--- config.mk ---
export PLATFORM = sky130hd
export DESIGN_NAME = uart_tx_arbiter
export DESIGN_NICKNAME = d
export VERILOG_FILES = /design/src/rtl/uart_ctrl_pkg.sv /design/src/rtl/uart_rr_pick.sv /design/src/rtl/uart_tx_arbiter.sv
export SDC_FILE = /design/constraint.sdc
export NUM_CORES = 1
export LEC_CHECK = 0
export BUFFER_PORTS_ARGS = -buffer_cell sky130_fd_sc_hd__buf_4
export CORE_MARGIN = 4
export CORE_UTILIZATION = 30
export DETAILED_ROUTE_END_ITERATION = 8
export PLACE_DENSITY = 0.62
export SLEW_MARGIN = 15
export SYNTH_ARGS = -nofsm -noshare
export SYNTH_HDL_FRONTEND = slang
export SYNTH_HIERARCHICAL = 1
export SYNTH_SLANG_ARGS = --single-unit
--- constraint.sdc ---
create_clock -name txclk -period 2.45 [get_ports txclk]
set_input_delay 0.3675 -clock txclk [delete_from_list [all_inputs] [get_ports txclk]]
set_output_delay 0.3675 -clock txclk [all_outputs]
set_load 0.01 [all_outputs]
--- src/rtl/uart_ctrl_pkg.sv ---
// Shared definitions for the UART control blocks.
//   uart_arb_state_t : TX arbiter FSM state encoding
//   DefaultTimeout   : default watchdog limit in txclk cycles
//   wrap_inc         : modular increment used for round-robin pointers
package uart_ctrl_pkg;

    localparam int unsigned DefaultTimeout = 32;

    typedef enum logic [1:0] {
        StIdle,
        StLoad,
        StWaitStart,
        StWaitDone
    } uart_arb_state_t;

    function automatic int unsigned wrap_inc(input int unsigned value,
                                             input int unsigned modulus);
        return (value + 32'd1 >= modulus) ? 32'd0 : value + 32'd1;
    endfunction

endpackage

--- src/rtl/uart_rr_pick.sv ---
// Combinational round-robin picker.
//   req_valid : per-requester request flags
//   rr_ptr    : index with highest priority this round
//   any       : at least one request is present
//   idx       : first requesting index at or after rr_ptr, searching upward with wrap
module uart_rr_pick #(
    parameter int unsigned N_REQ = 4
) (
    input  logic [N_REQ-1:0]         req_valid,
    input  logic [$clog2(N_REQ)-1:0] rr_ptr,
    output logic                     any,
    output logic [$clog2(N_REQ)-1:0] idx
);

    localparam int unsigned IdxW = $clog2(N_REQ);

    // rr_ptr and off are both below N_REQ, so one conditional subtract wraps.
    function automatic logic [IdxW-1:0] ptr_add(input logic [IdxW-1:0] base,
                                                input int unsigned     off);
        int unsigned sum;
        sum = 32'(base) + off;
        if (sum >= N_REQ) begin
            sum = sum - N_REQ;
        end
        return sum[IdxW-1:0];
    endfunction

    always_comb begin
        any = 1'b0;
        idx = '0;
        for (int unsigned k = 0; k < N_REQ; k++) begin
            if (!any && req_valid[ptr_add(rr_ptr, k)]) begin
                any = 1'b1;
                idx = ptr_add(rr_ptr, k);
            end
        end
    end

endmodule

--- src/rtl/uart_tx_arbiter.sv ---
// Round-robin scheduler sharing one UART transmitter among N_REQ byte producers.
//   txclk, reset      : clock and synchronous active-high reset
//   enable            : arbitration enable
//   req_valid/data    : per-requester byte offer (byte i in req_data[8i+7:8i])
//   req_ready         : one-hot acceptance pulse, issued in the LOAD cycle
//   err_clr           : clears timeout_err
//   uart_ld_tx_data   : load strobe to the UART
//   uart_tx_data      : byte to the UART, held outside LOAD
//   uart_tx_enable    : UART shift enable
//   uart_tx_empty     : UART idle flag
//   grant_id          : index of the last granted requester
//   busy              : FSM is not idle
//   timeout_err       : sticky watchdog flag
module uart_tx_arbiter
    import uart_ctrl_pkg::*;
#(
    parameter int unsigned N_REQ   = 4,
    parameter int unsigned TIMEOUT = DefaultTimeout
) (
    input  logic                     txclk,
    input  logic                     reset,
    input  logic                     enable,
    input  logic [N_REQ-1:0]         req_valid,
    input  logic [8*N_REQ-1:0]       req_data,
    output logic [N_REQ-1:0]         req_ready,
    input  logic                     err_clr,
    output logic                     uart_ld_tx_data,
    output logic [7:0]               uart_tx_data,
    output logic                     uart_tx_enable,
    input  logic                     uart_tx_empty,
    output logic [$clog2(N_REQ)-1:0] grant_id,
    output logic                     busy,
    output logic                     timeout_err
);

    localparam int unsigned IdxW = $clog2(N_REQ);
    localparam int unsigned CntW = $clog2(TIMEOUT + 1);

    uart_arb_state_t state_q, state_d;
    logic [IdxW-1:0] rr_ptr_q, grant_id_q;
    logic [CntW-1:0] wd_cnt_q;
    logic [7:0]      tx_data_q;
    logic            tx_enable_q;
    logic            timeout_err_q;

    logic            pick_any;
    logic [IdxW-1:0] pick_idx;
    logic            wd_hit;
    logic            timeout_fire;

    uart_rr_pick #(
        .N_REQ (N_REQ)
    ) u_pick (
        .req_valid (req_valid),
        .rr_ptr    (rr_ptr_q),
        .any       (pick_any),
        .idx       (pick_idx)
    );

    // This wait cycle is the TIMEOUT-th since the load.
    assign wd_hit = (wd_cnt_q == CntW'(TIMEOUT - 1));

    // State register
    always_ff @(posedge txclk) begin
        if (reset) begin
            state_q <= StIdle;
        end else begin
            state_q <= state_d;
        end
    end

    // Next state; a frame that completes in the limit cycle is not a timeout.
    always_comb begin
        state_d      = state_q;
        timeout_fire = 1'b0;
        unique case (state_q)
            StIdle: begin
                if (enable && pick_any && uart_tx_empty) begin
                    state_d = StLoad;
                end
            end
            StLoad: begin
                state_d = StWaitStart;
            end
            StWaitStart: begin
                if (wd_hit) begin
                    state_d      = StIdle;
                    timeout_fire = 1'b1;
                end else if (!uart_tx_empty) begin
                    state_d = StWaitDone;
                end
            end
            StWaitDone: begin
                if (uart_tx_empty) begin
                    state_d = StIdle;
                end else if (wd_hit) begin
                    state_d      = StIdle;
                    timeout_fire = 1'b1;
                end
            end
            default: begin
                state_d = StIdle;
            end
        endcase
    end

    // Outputs decoded from registered state
    always_comb begin
        busy            = (state_q != StIdle);
        uart_ld_tx_data = (state_q == StLoad);
        req_ready       = '0;
        if (state_q == StLoad) begin
            req_ready[grant_id_q] = 1'b1;
        end
    end

    // Grant, pointer, watchdog and output registers
    always_ff @(posedge txclk) begin
        if (reset) begin
            rr_ptr_q      <= '0;
            grant_id_q    <= '0;
            wd_cnt_q      <= '0;
            tx_data_q     <= '0;
            tx_enable_q   <= 1'b0;
            timeout_err_q <= 1'b0;
        end else begin
            if (state_q == StIdle && state_d == StLoad) begin
                grant_id_q <= pick_idx;
                tx_data_q  <= req_data[8*pick_idx +: 8];
            end
            if (state_q == StLoad) begin
                rr_ptr_q <= IdxW'(wrap_inc(32'(grant_id_q), N_REQ));
            end

            if (state_q == StLoad || timeout_fire) begin
                wd_cnt_q <= '0;
            end else if (state_q == StWaitStart || state_q == StWaitDone) begin
                wd_cnt_q <= wd_cnt_q + 1'b1;
            end

            // Never gate the UART mid-frame; an enable drop lands on the return to idle.
            tx_enable_q <= (state_d != StIdle) || enable;

            if (timeout_fire) begin
                timeout_err_q <= 1'b1;
            end else if (err_clr) begin
                timeout_err_q <= 1'b0;
            end
        end
    end

    assign uart_tx_data   = tx_data_q;
    assign uart_tx_enable = tx_enable_q;
    assign grant_id       = grant_id_q;
    assign timeout_err    = timeout_err_q;

endmodule
=== After elaboration in Yosys (flattened, before gate mapping) ===
Index checks and enable logic that the tools add are counted.

* Register bits after elaboration: 22
* Input bits: 41
* Word-level logic and storage cells: 86

* Add/subtract/negate cells: 9
* Magnitude comparators: 11
* Eq/ne operators: 5
* Shift-type cells: 1
* Muxes and demuxes: 35
* Reductions and logical operators: 18

{| class="wikitable"
|+ Operator list
! operator !! number
|-
| 32-bit by 6-bit variable part select with 8-bit output || 1
|-
| 2-bit two-way mux || 14
|-
| 2-bit by 3-bit less-than comparator with 1-bit output, second input constant || 5
|-
| 1-bit two-way mux || 13
|-
| 3-bit greater-or-equal comparator, second input constant || 4
|-
| 1-bit binary-select mux with 2-bit select || 4
|-
| 2-bit case mux with 4 select lines || 1
|-
| 2-bit by 1-bit subtractor with 2-bit output, second input constant || 4
|-
| 1-bit logical AND || 7
|-
| 2-bit by 1-bit adder with 3-bit output, second input constant || 2
|-
| 2-bit by 2-bit adder with 3-bit output, second input constant || 2
|-
| 6-bit by 1-bit adder with 6-bit output, second input constant || 1
|-
| 6-bit by 5-bit == test with 1-bit output, second input constant || 1
|-
| 2-bit nonzero test || 3
|-
| 2-bit by 1-bit == test with 1-bit output, second input constant || 2
|-
| 2-bit == test, second input constant || 2
|-
| 4-bit two-way mux || 1
|-
| 2-bit by 3-bit greater-or-equal comparator with 1-bit output, second input constant || 1
|-
| 1-bit logical NOT || 3
|-
| 1-bit logical OR || 3
|-
| 1-bit demux with 2-bit select || 1
|-
| 2-bit by 1-bit greater-or-equal comparator with 1-bit output, second input constant || 1
|-
| 2-bit logical NOT || 1
|-
| 1-bit case mux with 2 select lines || 1
|-
| 2-bit OR reduction || 1
|}

=== Depth between registers and ports, before layout ===
Gate-level depths: netlist of run 1.

* Depth in word-level cells: 20
* Gate-level depth with buffers: 6
* Mapped depth without buffers: 5

=== Modules after synthesis ===
Netlist of run 1, hierarchy kept.

{| class="wikitable"
|+ By module, submodules not included
! module !! times used !! cells each !! area an instance (um2) !! sequential area each (um2)
|-
| uart_tx_arbiter || 1 || 117 || 1243.7 || 440.4
|-
| uart_rr_pick || 1 || 15 || 77.6 || 0.0
|}

=== Least setup slack after synthesis of run 1 ===
OpenSTA, ideal clock, no wires.

* Path kind: input -> register
* From: input req_valid[1]
* To: register tx_data_q[0] (netlist: uart_tx_data[0])
* Setup time: 0.117 ns
* Arrival time: 1.778 ns
* Slack: 0.555 ns
* Stages on the path: 6
* Path through: inv_1 -> a221o_1 -> a21oi_1 -> buf_6 -> mux4_2 -> a22o_1

* Elaborated cells between the ends (all ways): 29

{| class="wikitable"
|+ RTL lines
! what !! RTL line !! RTL
|-
| start, declared || uart_tx_arbiter.sv:23 || <nowiki>input logic [N_REQ-1:0] req_valid,</nowiki>
|-
| 1-bit binary-select mux with 2-bit select || uart_rr_pick.sv:32 || <nowiki>if (!any && req_valid[ptr_add(rr_ptr, k)]) begin</nowiki>
|-
| 1-bit two-way mux (implied by the code) || uart_rr_pick.sv:32 ||
|-
| 1-bit two-way mux || uart_rr_pick.sv:32 ||
|-
| 1-bit logical NOT || uart_rr_pick.sv:32 ||
|-
| 1-bit logical AND || uart_rr_pick.sv:32 ||
|-
| 1-bit two-way mux || uart_rr_pick.sv:32 ||
|-
| 1-bit logical NOT || uart_rr_pick.sv:32 ||
|-
| 1-bit logical AND || uart_rr_pick.sv:32 ||
|-
| 1-bit two-way mux || uart_rr_pick.sv:32 ||
|-
| 1-bit logical NOT || uart_rr_pick.sv:32 ||
|-
| 1-bit logical AND || uart_rr_pick.sv:32 ||
|-
| 2-bit two-way mux (*) || uart_rr_pick.sv:32 ||
|-
| net pick_idx[0] || uart_tx_arbiter.sv:47 || <nowiki>logic [IdxW-1:0] pick_idx;</nowiki>
|-
| 32-bit by 6-bit variable part select with 8-bit output (*) || uart_tx_arbiter.sv:129 || <nowiki>tx_data_q <= req_data[8*pick_idx +: 8];</nowiki>
|-
| end signal, assigned || uart_tx_arbiter.sv:129 ||
|-
| end, declared || uart_tx_arbiter.sv:42 || <nowiki>logic [7:0] tx_data_q;</nowiki>
|}

Mark *: on every way through the listed nets, which the timed path passes. The rest lies on a longest branch. The select of a mux whose other input is x is not followed.
A chain may end at the register's enable or synchronous reset.

=== Final worst setup path of run 1 ===
* From: register rr_ptr_q[0]
* To: register tx_data_q[5] (netlist: uart_tx_data[5])

* Elaborated cells between the ends (all ways): 44

{| class="wikitable"
|+ RTL lines
! what !! RTL line !! RTL
|-
| start, declared || uart_tx_arbiter.sv:40 || <nowiki>logic [IdxW-1:0] rr_ptr_q, grant_id_q;</nowiki>
|-
| start signal, assigned || uart_tx_arbiter.sv:132 || <nowiki>rr_ptr_q <= IdxW'(wrap_inc(32'(grant_id_q), N_REQ));</nowiki>
|-
| branches (longest 13 deep; another with 2-bit by 1-bit adder with 3-bit output) || -- ||
|-
| 2-bit two-way mux (*) || uart_rr_pick.sv:32 ||
|-
| net pick_idx[0] || uart_tx_arbiter.sv:47 ||
|-
| 32-bit by 6-bit variable part select with 8-bit output (*) || uart_tx_arbiter.sv:129 ||
|}

Mark *: on every way through the listed nets, which the timed path passes. The select of a mux whose other input is x is not followed.

==> out/results.tsv, run 1 <==
metric	value	unit
number of library cell types mapped by synthesis	38	
Cells after Synth	132	
layout cells sized above 1	0.4233	
Hold Path Class	in -> reg	
final setup fails	0	
Ant. Diodes	0	
initial antenna violation count	0	
clock period minus worst slack	2022	ps
first-pass GRT wire length	5582	µm
Pre-Repair DR Iteration Count	4	
sequential area share after synthesis	0.3333	
final clock skew	6.862	ps
vias per inst	5.008	
Register Area	440.4	µm²
syn_nets	178	
IO Port Bufs	58	
gpl congestion	0.7422	
CTS tree	yes	
initial drt markers	55	
slowest stage delay, CP	520	ps
WL per Instance	14.89	µm
FP Rows	23	
Seq cells post-synth	22	
Die ar.	5530	µm²
Core Area	4115	µm²
Worst Tran Pin Value	562.8	ps
Routed WL	3558	µm
Initial Utilization	0.3211	
cts bufs inserted	3	
GR Overflow Total	0	
RSZ-0062 raised after global routing	false	
worst hold slack	402.9	ps
H-Tree Depth	1	
DR vias	1197	
CTS clk-pin slew, worst paths	90	ps
Slew Limit Fails	0	
overall routing resource usage	0.1329	
setup TNS	0	ps
largest net degree at the start of global routing	21	
clock net sink count	22	
worst-skew pair later-pin latency	270	ps
Final ANT Viol Nets	0	
Avg Inst Size Synth	10.01	µm²
Leak	0.0008018	µW
Synth warnings	6	
Filler cells	386	
Max-Cap Viols	0	
Critical Path Fanout Max	9	
CP Class	reg -> reg	
Hold Buf Count CTS	0	
CP startpoint kind	flip-flop	
# IOs	59	
clk buf depth	2	
commonest cells after routing, fill and taps aside	60 x buf_4, 22 x dfxtp_1, 11 x nor2b_1, 9 x inv_1	
worst vdd ir	0.0002972	V
PwrDens	501.6	nW/µm²
Tcrit/Tclk final	0.8254	
status	complete, no violations	
setup bufs post-CTS	0	
root buffer cell	clkbuf_8	
# DRC	0	
Slowest-stage cell, CP	mux4_2	
Rel. slew slack	0.6241	
Critical Path RT	2610	ps
Final HPWL DP	2833	µm
Die Y	74.37	µm
Critical Path AT	2180	ps
NumNets Final	236	
area grow syn2layout	40.44	%
Final Hold Fails	0	
post-CTS resize count	0	
Setup crit end kind	flip-flop	
Max Freq	0.4945	GHz
commonest non-fill, non-tap cell in the layout	buf_4	
die width	74.37	µm
area of the multi-input gates	793.3	µm²
vias in the first global route	1240	
worst-path cell chain	inv_2, a221o_1, a21oi_1, buf_4, mux4_2, a22o_1	
Power Total	930.7	µW
Cell Area, Synth	1321	µm²
==> metal layers <==
metal  global-route usage  routed length (µm)  part of all wire  up-vias
li1                     -                   -                 -      593
met1               0.1322                1294              0.36      562
met2               0.2595                2001              0.56       36
met3              0.03378                 186             0.052        6
met4              0.05138                  76             0.021        0
met5                    0                   0                 0        -
==> stage by stage <==
stage	util	cell area [µm²]	worst slack, ps	std cells
after floorplan	-	1321	555.2	132
after global placement	0.4336	1784	392.3	235
after detailed placement	0.4336	1784	306.5	235
after CTS	0.4509	1856	418.1	239
after global routing	0.4509	1856	324.7	239
final	0.4509	1856	427.8	239
==> cell families (layout without fill, tap and decap cells) <==
logic type / count (synthesis) / count (layout) / share of synthesized area
compound gates: 28 / 28 / 0.1563
xor+xnor: 3 / 3 / 0.01989
fa+ha+maj: 5 / 5 / 0.04735
buf+inv: 17 / 74 / 0.06628
flops: 22 / 22 / 0.3333
mux: 10 / 10 / 0.1515
simple gates: 47 / 47 / 0.2254
==> synth_stat cells <==
cell,n,area (µm²)
mux2i_1,2,20.02
nand4_1,2,12.51
mux4_2,8,180.2
buf_2,1,5.000
nand2b_1,2,12.51
clkbuf_1,3,11.26
nor3_4,1,16.27
and4bb_2,1,12.51
nand4bb_1,1,11.26
nand3b_1,1,7.510
a21oi_1,8,40.04
buf_6,3,33.78
o32ai_2,1,16.27
a211oi_2,1,12.51
nand2_1,2,7.510
o21ai_0,5,25.02
inv_2,1,3.750
or2_1,1,6.260
a221o_1,1,10.01
nor3_1,1,5.000
or2_2,1,6.260
o22ai_1,1,6.260
inv_1,9,33.78
nor3_2,2,20.02
xor2_1,3,26.28
or3b_1,1,8.760
o211ai_1,1,7.510
nor2b_1,11,68.82
o221ai_1,1,8.760
or3_1,1,6.260
a22o_1,8,70.07
and2_1,5,31.28
ha_1,5,62.56
o21ba_1,1,10.01
nand3_1,6,30.03
nand4b_1,1,8.760
dfxtp_1,22,440.4
nor2_1,7,26.28
==> registers in the layout (all words and copies together), names as in the netlist <==
name	cells
grant_id	2
rr_ptr_q	2
state_q	2
timeout_err	1
uart_tx_data	8
uart_tx_enable	1
wd_cnt_q	6
==> critical path, delay by kind of cell (launching register included) <==
kind | cells | cell delay [ps]
AO/OA/AOI/OAI | 3 | 710
flip-flops | 1 | 390
multiplexers | 1 | 520
buffers and inverters | 2 | 290
==> report_power, final <==
part | total, µW | internal, µW | switching (µW) | leakage (µW)
registers | 388 | 374 | 14.7 | 0.000179
clock network | 346 | 218 | 127 | 0.0000357
logic | 197 | 118 | 78.5 | 0.000587
==> area by class of cell <==
cell class / instances / area share
Inverter: 10 / 0.02023
Sequential cell: 22 / 0.2374
Clock inverter: 1 / 0.01618
Tap cell: 50 / 0.03372
Clock buffer: 3 / 0.02225
Multi-Input combinational cell: 93 / 0.4275
Timing Repair Buffer: 60 / 0.2428
==> worst paths after layout <==
| path | cells past startpoint | slack (ps) | start | end |
|---|---|---|---|---|
| hold reg to reg | 2 | 540 | wd_cnt_q[0]$_SDFFE_PP0P_ | wd_cnt_q[0]$_SDFFE_PP0P_ |
| setup reg to reg | 6 | 430 | rr_ptr_q[0]$_SDFFE_PP0P_ | uart_tx_data[5]$_SDFFE_PP0P_ |
| setup / recovery | 6 | 430 | rr_ptr_q[0]$_SDFFE_PP0P_ | uart_tx_data[5]$_SDFFE_PP0P_ |
| hold / removal | 3 | 400 | err_clr | timeout_err$_SDFFE_PP0P_ |
No activity file was read; power rests on OpenSTA's default activity.
==> run 2: changes to the inputs <==
--- a/config.mk
+++ b/config.mk
@@ -5,6 +5,7 @@
 export SDC_FILE = /design/constraint.sdc
 export NUM_CORES = 1
 export LEC_CHECK = 0
+export ABC_AREA = 1
 export BUFFER_PORTS_ARGS = -buffer_cell sky130_fd_sc_hd__buf_4
 export CORE_MARGIN = 4
 export CORE_UTILIZATION = 30
==> constraint.sdc (replaced) <==
create_clock -name txclk -period 1.8 [get_ports txclk]
set_input_delay 0.27 -clock txclk [delete_from_list [all_inputs] [get_ports txclk]]
set_output_delay 0.27 -clock txclk [all_outputs]
set_load 0.01 [all_outputs]
==> out/results.tsv, run 2 <==
metric	value	unit	change
final std cells w/o fill	417		+74%
DR vias	1796		+50%
Initial Utilization	0.3186		-0.002457
status	complete, no violations		
Hold Path Class	in -> reg		
setup TNS	0	ps	unchanged
cts bufs inserted	3		unchanged
area fraction in compound gates after synthesis	0.06483		-0.09142
commonest non-fill, non-tap cell in the layout	nand2_1		
Synth Area in Adders	0.03726		-0.01009
Die Y	82.82	µm	+11%
slowest stage delay, CP	370	ps	-150 ps
Leak	0.001294	µW	+61%
area share of and/or/nand/nor cells after synthesis	0.4687		+0.2433
Yosys top cell area share	0.2623		-0.07104
IO Port Bufs	58		unchanged
worst setup path endpoint	uart_tx_data[0]$_SDFFE_PP0P_		
Pre-Repair DR Iteration Count	4		unchanged
Slowest-stage cell, CP	dfxtp_4		
Setup WS pre-CTS	-54.03	ps	-360.5 ps
largest net degree at the start of global routing	17		-19%
Tcrit/Tclk final	0.9735		+0.1481
Finished Cell Area	2426	µm²	+31%
Critical Path RT	1960	ps	-650 ps
gpl congestion	0.8291		+12%
Ant. Diodes	0		unchanged
CP Class	reg -> reg		
Final Util	0.4604		+0.009454
H-Tree Depth	1		unchanged
# DRC	0		unchanged
Main synth FF type	dfxtp_1		
area of placed instances	2222	µm²	+25%
met1 wire length	2155	µm	+67%
die width	82.82	µm	+11%
CP startpoint kind	flip-flop		
CTS tree	yes		
commonest cells after routing, fill and taps aside	81 x nand2_1, 68 x buf_4, 36 x inv_1, 34 x nor2_1, 21 x nand2_2		
vias in the first global route	1699		+37%
start of the worst register-to-register path	rr_ptr_q[0]$_SDFFE_PP0P_		
Slew Limit Fails	0		unchanged
Die ar.	6858	µm²	+24%
clock net sink count	22		unchanged
Seq cells post-synth	22		unchanged
WL per Instance	11.09	µm	-25%
Cells after Synth	278		+110%
worst vdd ir	0.0002903	V	-2.3%
RSZ-0062 raised after global routing	true		
clk buf depth	2		unchanged
first-pass GRT wire length	7493	µm	+34%
Final WS setup	47.78	ps	-380.1 ps
Synth warnings	6		unchanged
main combinational cell family by area after synthesis	simple AND/OR/NAND/NOR gates		
Core Area	5270	µm²	+28%
Setup crit end kind	flip-flop		
worst-skew pair later-pin latency	260	ps	about the same
R2R depth	16		+10
initial antenna violation count	0		unchanged
critical path depth	16		+10
clock period minus worst slack	1752	ps	-269.9 ps
CTS clk-pin slew, worst paths	80	ps	about the same
NumNets Final	395		+67%
initial drt markers	83		+51%
overall routing resource usage	0.1241		-0.008782
final clock skew	4.848	ps	-2.014 ps
Max Freq	0.5707	GHz	+15%
post-synthesis mux area share	0.005961		-0.1456
reg-to-reg setup timing slack	50	ps	-380 ps
Max-Cap Viols	0		unchanged
Post-synth EDFFs	0		unchanged
xor/xnor share of the synthesized area	0.01043		-0.009454
Hold Buf Count CTS	0		unchanged
Worst path most repeated cell	nand2_1		
most common cell in the synthesized netlist	nand2_1		
Critical Path AT	1910	ps	-270 ps
Routed WL	4626	µm	+30%
GR Overflow Total	0		unchanged
ranking of synthesized cells by area	dfxtp_1 26%, nand2_1 21%, inv_1 8.5%, nor2_1 8.0%, nand3_1 5.4%		
Final HPWL DP	3450	µm	+22%
Rel. slew slack	0.7391		+0.1150
area of the multi-input gates	1077	µm²	+36%
Buf/Inv on CP	3		+1
final setup fails	0		unchanged
Avg Inst Size Synth	6.040	µm²	-40%
PwrDens	676.7	nW/µm²	+35%
area grow syn2layout	44.49	%	
Critical Path Fanout Max	5		-4
Final ANT Viol Nets	0		unchanged
Critical Path Start	rr_ptr_q[0]$_SDFFE_PP0P_		
FP Rows	26		+13%
layout cells sized above 1	0.3833		-0.04000
Met2 Routed Length	2114	µm	+5.6%
placed insts	411		+75%
# IOs	59		unchanged
max reg flops	8		unchanged
metal3 WL	304	µm	+63%
Worst Tran Pin Value	390.9	ps	-171.8 ps
RR Endpoint	uart_tx_data[0]$_SDFFE_PP0P_		
leading area contributor after synthesis	dfxtp_1		
syn_nets	324		+82%
worst-path cell chain	buf_6, nand2_2, nand2_2, nand2_1, nand2_2, a21oi_2, nand2_1, nand2_2, clkinv_4, buf_4, nand2_1, nand2_1, nand2_1, nand2_1, nor2_1, nor2_1		
DR top layer	met4		
Filler cells	564		+46%
crit-path leading delay family	simple AND/OR/NAND/NOR gates		
vias per inst	4.307		-14%
Post-synth top cells	94 x nand2_1, 38 x inv_1, 36 x nor2_1, 22 x dfxtp_1, 18 x nand3_1		
number of library cell types mapped by synthesis	25		-34%
sequential area share after synthesis	0.2623		-0.07104
root buffer cell	clkbuf_8		
Final Hold Fails	0		unchanged
Register Area	447.9	µm²	+1.7%
ys async rst share	0		unchanged
Cell Area, Synth	1679	µm²	+27%
-- run 2: cells by family (layout without fill, tap and decap cells) --
logic type | count (synthesis) | count (layout)
xor gates and xnor gates | 2 | 2
adders and majority gates | 5 | 5
DFF | 22 | 22
muxes | 1 | 1
buffers and inverters | 53 | 122
AOI/OAI and AO/OA | 21 | 21
and+or+nand+nor | 174 | 174
-- run 2: layout make-up --
| type | instances | area share |
|---|---|---|
| clock buffers | 3 | 0.01702 |
| multi-input cells | 203 | 0.4440 |
| repair buffers | 75 | 0.2429 |
| flip-flops and latches | 22 | 0.1846 |
| well taps | 70 | 0.03610 |
| inverters | 44 | 0.07530 |
-- run 2: worst reg2reg max path: cells and delay by family (launching register included) --
family | cells | cell delay [ps]
and+or+nand+nor | 12 | 750
DFF | 1 | 370
buffers and inverters | 3 | 370
AOI/OAI and AO/OA | 1 | 150
-- run 2: power by group --
part	switching (µW)	internal (µW)
clock network	154	149
registers	33.1	520
logic	432	354
-- run 2: timing repair --
action,4_1_cts,5_1_grt
gates resized for setup,2,43
pin swaps,0,19
endpoints found under the setup margin,9,10
gates cloned,0,1
setup buffers,0,2
-- run 2: worst min-delay path by stage --
stage,from,to,slack (ps),cells after the start
after floorplan,reset,state_q[0]$_SDFF_PP0_,330,1
after global placement,timeout_err$_SDFFE_PP0P_,timeout_err$_SDFFE_PP0P_,460,2
after detailed placement,timeout_err$_SDFFE_PP0P_,timeout_err$_SDFFE_PP0P_,460,2
after CTS,reset,state_q[0]$_SDFF_PP0_,210,2
after global routing,reset,state_q[0]$_SDFF_PP0_,210,2
final,reset,state_q[0]$_SDFF_PP0_,210,2
-- run 2: stage by stage --
stage | power, µW | hold WS [ps]
finish | 1642 | 205.2
global route | 1777 | 205.1
CTS | 1561 | 205.4
detailed placement | 1257 | 461.1
global placement | 1253 | 461.6
floorplan | 1032 | 332.4
-- run 2: layer usage --
metal / up-vias / global-route usage
met5: - / 0
met4: 0 / 0.02972
met3: 4 / 0.03069
met2: 55 / 0.1939
met1: 762 / 0.1714
li1: 975 / -
